--- src/rtl/mem_pkg.sv ---
// Shared types and encodings for the memory-stage data access unit:
// access-type codes, FSM states, byte-enable patterns and store/alignment helpers.
package mem_pkg;

  typedef enum logic [1:0] {
    DT_WORD  = 2'b00,
    DT_HALF  = 2'b01,
    DT_BYTE  = 2'b10,
    DT_UBYTE = 2'b11
  } dmem_type_e;

  typedef enum logic [1:0] {
    S_IDLE,
    S_REQ,
    S_WAIT,
    S_DONE
  } state_e;

  localparam logic [3:0] BE_WORD    = 4'b1111;
  localparam logic [3:0] BE_HALF_LO = 4'b0011;
  localparam logic [3:0] BE_HALF_HI = 4'b1100;
  localparam logic [3:0] BE_BYTE0   = 4'b0001;

  // Words must sit on a 4-byte boundary, halves on a 2-byte boundary.
  function automatic logic is_misaligned(dmem_type_e t, logic [1:0] a);
    case (t)
      DT_WORD: return a != 2'b00;
      DT_HALF: return a[0];
      default: return 1'b0;
    endcase
  endfunction

  function automatic logic [3:0] byte_enables(dmem_type_e t, logic [1:0] a);
    case (t)
      DT_WORD: return BE_WORD;
      DT_HALF: return a[1] ? BE_HALF_HI : BE_HALF_LO;
      default: return BE_BYTE0 << a;
    endcase
  endfunction

  // Replicate the right-aligned store data into every lane; byte enables pick the lane.
  function automatic logic [31:0] store_lanes(dmem_type_e t, logic [31:0] d);
    case (t)
      DT_WORD: return d;
      DT_HALF: return {2{d[15:0]}};
      default: return {4{d[7:0]}};
    endcase
  endfunction

endpackage

--- src/rtl/mem_load_align.sv ---
// Load data formatter: picks the addressed lane out of the bus word and
// sign- or zero-extends it according to the access type.
module mem_load_align
  import mem_pkg::*;
(
  input  logic [1:0]  addr,
  input  logic [1:0]  dmem_type,
  input  logic [31:0] rdata,
  output logic [31:0] data
);

  logic [15:0] half_lane;
  logic [7:0]  byte_lane;

  // Lane select and extension, purely combinational.
  always_comb begin
    // NOTE: every output of an always_comb gets a value on every path, or a latch is inferred.
    half_lane = addr[1] ? rdata[31:16] : rdata[15:0];
    byte_lane = 8'(rdata >> {addr, 3'b000});
    case (dmem_type_e'(dmem_type))
      DT_WORD: data = rdata;
      DT_HALF: data = {{16{half_lane[15]}}, half_lane};
      DT_BYTE: data = {{24{byte_lane[7]}}, byte_lane};
      default: data = {24'b0, byte_lane};
    endcase
  end

endmodule

--- src/rtl/stage_mem_access.sv ---
// Memory-stage data access unit. Accepts the EX request, runs one
// request/grant/response bus transaction, formats load data and emits the
// write-back record; stalls the pipeline while an access is in flight.
// Optional build macro MEM_TIMEOUT_EN adds a REQ+WAIT watchdog of
// TIMEOUT_CYCLES bus cycles that aborts the access with a timeout_o pulse.
module stage_mem_access
  import mem_pkg::*;
#(
  parameter int TIMEOUT_CYCLES = 255
) (
  input  logic        clk_i,
  input  logic        rst_n_i,
  input  logic        ex_valid_i,
  input  logic        dmem_ena_i,
  input  logic        dmem_wena_i,
  input  logic [1:0]  dmem_type_i,
  input  logic [31:0] alu_result_i,
  input  logic [31:0] rt_data_i,
  input  logic [4:0]  rd_waddr_i,
  input  logic        rd_sel_i,
  input  logic        rd_wena_i,
  output logic        stall_o,
  output logic        bus_req_o,
  output logic        bus_we_o,
  output logic [31:0] bus_addr_o,
  output logic [3:0]  bus_be_o,
  output logic [31:0] bus_wdata_o,
  input  logic        bus_gnt_i,
  input  logic        bus_rvalid_i,
  input  logic [31:0] bus_rdata_i,
  output logic        wb_valid_o,
  output logic [31:0] wb_data_o,
  output logic [4:0]  rd_waddr_o,
  output logic        rd_wena_o,
  output logic        misalign_o,
  output logic        timeout_o
);

  state_e      state;
  dmem_type_e  req_type;
  dmem_type_e  type_q;
  logic [31:0] addr_q;
  logic [4:0]  rd_waddr_q;
  logic        rd_sel_q;
  logic        rd_wena_q;
  logic        misaligned;
  logic        mem_accept;
  logic [31:0] load_data;

  assign req_type   = dmem_type_e'(dmem_type_i);
  assign misaligned = is_misaligned(req_type, alu_result_i[1:0]);
  assign mem_accept = (state == S_IDLE) && ex_valid_i && dmem_ena_i && !misaligned;

  // Freeze IF/ID/EX from the accepting cycle until the response lands; DONE lets EX advance.
  assign stall_o = (state == S_REQ) || (state == S_WAIT) || mem_accept;

  mem_load_align u_load_align (
    .addr      (addr_q[1:0]),
    .dmem_type (type_q),
    .rdata     (bus_rdata_i),
    .data      (load_data)
  );

`ifdef MEM_TIMEOUT_EN
  localparam int CNT_W = $clog2(TIMEOUT_CYCLES + 1);
  logic [CNT_W-1:0] tmo_cnt;
  logic             tmo_expired;
  // The access gives up on the cycle that completes the TIMEOUT_CYCLES-th REQ/WAIT cycle.
  assign tmo_expired = (tmo_cnt == CNT_W'(TIMEOUT_CYCLES - 1));
`else
  // TIMEOUT_CYCLES only matters when the watchdog is built in.
  logic unused_timeout_cfg;
  assign unused_timeout_cfg = (TIMEOUT_CYCLES != 0);
`endif

  // Access FSM with registered bus and write-back outputs.
  always_ff @(posedge clk_i or negedge rst_n_i) begin
    // NOTE: sequential state uses non-blocking assignments so every register samples pre-edge values.
    if (!rst_n_i) begin
      state       <= S_IDLE;
      type_q      <= DT_WORD;
      addr_q      <= '0;
      rd_waddr_q  <= '0;
      rd_sel_q    <= 1'b0;
      rd_wena_q   <= 1'b0;
      bus_req_o   <= 1'b0;
      bus_we_o    <= 1'b0;
      bus_addr_o  <= '0;
      bus_be_o    <= '0;
      bus_wdata_o <= '0;
      wb_valid_o  <= 1'b0;
      wb_data_o   <= '0;
      rd_waddr_o  <= '0;
      rd_wena_o   <= 1'b0;
      misalign_o  <= 1'b0;
      timeout_o   <= 1'b0;
`ifdef MEM_TIMEOUT_EN
      tmo_cnt     <= '0;
`endif
    end else begin
      wb_valid_o <= 1'b0;
      misalign_o <= 1'b0;
      timeout_o  <= 1'b0;
      case (state)
        S_IDLE: begin
          if (ex_valid_i && !dmem_ena_i) begin
            wb_valid_o <= 1'b1;
            wb_data_o  <= alu_result_i;
            rd_waddr_o <= rd_waddr_i;
            rd_wena_o  <= rd_wena_i;
          end else if (ex_valid_i && misaligned) begin
            wb_valid_o <= 1'b1;
            misalign_o <= 1'b1;
            wb_data_o  <= alu_result_i;
            rd_waddr_o <= rd_waddr_i;
            rd_wena_o  <= 1'b0;
          end else if (mem_accept) begin
            state       <= S_REQ;
            type_q      <= req_type;
            addr_q      <= alu_result_i;
            rd_waddr_q  <= rd_waddr_i;
            rd_sel_q    <= rd_sel_i;
            rd_wena_q   <= rd_wena_i;
            bus_req_o   <= 1'b1;
            bus_we_o    <= dmem_wena_i;
            bus_addr_o  <= {alu_result_i[31:2], 2'b00};
            bus_be_o    <= byte_enables(req_type, alu_result_i[1:0]);
            bus_wdata_o <= store_lanes(req_type, rt_data_i);
`ifdef MEM_TIMEOUT_EN
            tmo_cnt     <= '0;
`endif
          end
        end
        S_REQ: begin
          if (bus_gnt_i) begin
            bus_req_o <= 1'b0;
            state     <= S_WAIT;
          end
`ifdef MEM_TIMEOUT_EN
          else if (tmo_expired) begin
            bus_req_o  <= 1'b0;
            state      <= S_DONE;
            wb_valid_o <= 1'b1;
            timeout_o  <= 1'b1;
            wb_data_o  <= addr_q;
            rd_waddr_o <= rd_waddr_q;
            rd_wena_o  <= 1'b0;
          end
          tmo_cnt <= tmo_cnt + 1'b1;
`endif
        end
        S_WAIT: begin
          if (bus_rvalid_i) begin
            state      <= S_DONE;
            wb_valid_o <= 1'b1;
            wb_data_o  <= rd_sel_q ? load_data : addr_q;
            rd_waddr_o <= rd_waddr_q;
            rd_wena_o  <= rd_wena_q;
          end
`ifdef MEM_TIMEOUT_EN
          else if (tmo_expired) begin
            state      <= S_DONE;
            wb_valid_o <= 1'b1;
            timeout_o  <= 1'b1;
            wb_data_o  <= addr_q;
            rd_waddr_o <= rd_waddr_q;
            rd_wena_o  <= 1'b0;
          end
          tmo_cnt <= tmo_cnt + 1'b1;
`endif
        end
        S_DONE: begin
          state <= S_IDLE;
        end
        default: state <= S_IDLE;
      endcase
    end
  end

endmodule

--- config.mk ---
export PLATFORM = sky130hd
export DESIGN_NAME = stage_mem_access
export DESIGN_NICKNAME = d
export VERILOG_FILES = /design/src/rtl/mem_pkg.sv /design/src/rtl/mem_load_align.sv /design/src/rtl/stage_mem_access.sv
export SDC_FILE = /design/constraint.sdc
export NUM_CORES = 1
export LEC_CHECK = 0
export BUFFER_PORTS_ARGS = -buffer_cell sky130_fd_sc_hd__buf_2
export CAP_MARGIN = 10
export CORE_MARGIN = 1.5
export CORE_UTILIZATION = 40
export CTS_CLUSTER_SIZE = 25
export DETAILED_ROUTE_END_ITERATION = 7
export PLACE_DENSITY = 0.68
export SYNTH_ARGS = -nofsm -noshare
export SYNTH_HDL_FRONTEND = slang
export SYNTH_HIERARCHICAL = 1
export SYNTH_SLANG_ARGS = --single-unit
--- constraint.sdc ---
create_clock -name clk_i -period 3.49 [get_ports clk_i]
set_clock_uncertainty 0.15 [all_clocks]
set_input_delay 0.5235 -clock clk_i [delete_from_list [all_inputs] [get_ports clk_i]]
set_output_delay 0.5235 -clock clk_i [all_outputs]
set_load 0.05 [all_outputs]
==> metrics.cfg <==
[finish]
layout_common_cells=219 x buf_2, 120 x dfrtp_1, 80 x mux2_2
layout-drive-gt1-share_pct=47.8
final_cells=1022
design_area_um2=8410
multi_input_area_um2=3290
fillers=1573
nets=905
mostFrequentLayoutCell=buf_2
register_area_um2=3030
syn2layout_area_growth_pct=23.0

[timing]
rsz0062_at_grt=false
hold_viol_final=0
max_slew.worst_pin.slew_ps=1020
max_clock_freq_mhz=387
min_period_over_period_pct=74.1
period_needed_ps=2590
setup_violations=0
maxSlewViolCount=0
max_slew_margin_pct=32.2
tns_ps=0

[floorplanning]
core_um2=16600
fp.dieW_um=134
die_h_um=134
rows=47
dieArea_um2=17900
start_util_pct=41.1
io-pin-count=224

[place]
io_buffers=220
dp_cells=991
hpwl_um=13200
gp_congestion=0.814
dpl_cell_area_um2=7800

[clock_network]
cts_root_buf=clkbuf_16
cts_buffers=17
htreeDepth=4
clkTransAtPathRegs_ps=50
cts_buffer_depth=2
tritoncts=built
cts-resized-gates=0
postCtsHoldBufs=0
clock-sinks=121
cts_setup_buffers=0
clk_latency_ps=410

[logic_synthesis]
synth_seq_area_share_pct=44.3
synth_top_area_cell=dfrtp_1
async_flop_share_pct=100
synth-edff-count=0
synth_area_per_cell_um2=11.0
synth_warnings=6
synth_cells=619
synthTopCellsByArea=dfrtp_1 44%, mux2_2 13%, mux2i_1 9.4%
dominantRegCellSynth=dfrtp_1
ys_seq_elements=121
syn_area_um2=6840
synth_top_area_share_pct=44.3
post_synth_num_cell_types=48

[critical_path]
path_class=reg -> reg
ff2ff_setup_slack_ps=900
worstPathRequired_ps=3630
timing.critical_path.slowest_stage_cell=dfrtp_1
crit_arrival_ps=2730
path_cells=nor2_4 -> and3b_1 -> a221o_1 -> mux2i_1 -> a21oi_1 -> mux2_2
slowest_delay_ps=600
startpoint_type=register
cp_max_fo=21
crit_path_end_kind=register

[drt]
dr.pass1.iters=5
drcViolationCount=0
vias=5316
ant_nets=0
vias_per_cell=5.20
initialDrtViolationCount=290
routedWlPerCell_um=18.1
totalWireLength_um=18500

[min_path]
hold_class=in -> async

[outcome]
status=finished, final reports clean

[power]
power.leakage_uw=0.00417
vdd_drop_max_mv=0.661
power_uw=10400
p_per_area_nw_per_um2=1240

[global_route]
grt_start_max_net_pins=75
grt_pass1_vias=5383
grt.total_usage_pct=21.3
grt_overflow=0
antenna_found_initial=1
grt_pass1_wl_um=29300

[run]
drv_cap=0

## worst max-delay path, delay by kind of cell, from the launching register on
kind            cells  cell delay, ps
simple gates        2             730
flops               1             600
mux                 2             470
compound gates      2             520
## registers in the layout (all words and copies together) (netlist names)
name and cells:
wb_valid_o 1, rd_wena_o 1, state 2, rd_wena_q 1, misalign_o 1, rd_waddr_o 5, rd_sel_q 1, bus_we_o 1
bus_wdata_o 32, addr_q 32, type_q 2, rd_waddr_q 5, wb_data_o 32, bus_be_o 4, bus_req_o 1
## logic make-up after synthesis
| group | share of synthesized area (%) |
|---|---|
| muxes | 27.4 |
| and+or+nand+nor | 9.53 |
| DFF | 44.3 |
| AOI/OAI and AO/OA | 10.4 |
| buffers and inverters | 7.80 |
| adders and majority gates | 0.549 |
| other | 0.0548 |
## through the flow
step	utilization [%]	setup WS (ps)	hold slack, ps
after global placement	46.9	918	314
after CTS	50.5	911	66.6
after floorplan	-	1050	77.9
after detailed placement	46.9	924	323
final	50.5	904	40.2
after global routing	50.5	722	94.7
## synthesized netlist by cell type (2+ instances only)
cell type  count
dfrtp_1      121
mux2_2        80
mux2i_1       64
nor2_1        49
o21ai_0       46
buf_4         41
a21oi_1       38
nand2_1       36
mux2_4        20
clkbuf_1      17
buf_2         12
nand3_2       11
nand3_1        9
a211o_1        7
a221o_1        7
buf_6          7
nand2b_1       5
inv_1          4
nor2b_1        4
ha_1           3
mux2_1         3
nor3_1         3
a21boi_0       2
and3b_1        2
buf_1          2
nand2_2        2
nor2_4         2
o22a_1         2
## area by class of cell
| type | instances | area share (%) |
|---|---|---|
| well taps | 220 | 3.27 |
| diodes | 1 | 0.0298 |
| flip-flops and latches | 121 | 36.0 |
| clock buffers | 22 | 5.76 |
| repair buffers | 229 | 14.2 |
| multi-input cells | 417 | 39.1 |
| inverters | 4 | 0.179 |
| clock inverters | 8 | 1.41 |
## path summary, 6_finish.rpt
check	start	depth (start not counted)	to
setup / recovery	type_q[0]	6	wb_data_o[0]
max in group asynchronous	rst_n_i	2	addr_q[3]
hold reg to reg	bus_wdata_o[29]	1	bus_wdata_o[29]
min in group clk_i	dmem_wena_i	2	bus_we_o
setup reg to reg	type_q[0]	6	wb_data_o[0]
hold / removal	rst_n_i	1	wb_data_o[19]
## per-layer routing
metal  part of all wire, %  global-route usage (%)  routed length [um]
met1                    43                    26.8                7980
met2                    47                    34.7                8760
met3                   8.1                    6.85                1510
met4                   1.4                    6.64                 252
met5                     0                       0                   0
## where the power goes
group | internal (uW) | switching, uW | leakage, uW
clock network | 1190 | 633 | 0.000302
registers | 2120 | 605 | 0.00145
logic | 1990 | 3870 | 0.00242
Note: power is estimated with default switching activity, not from simulation.
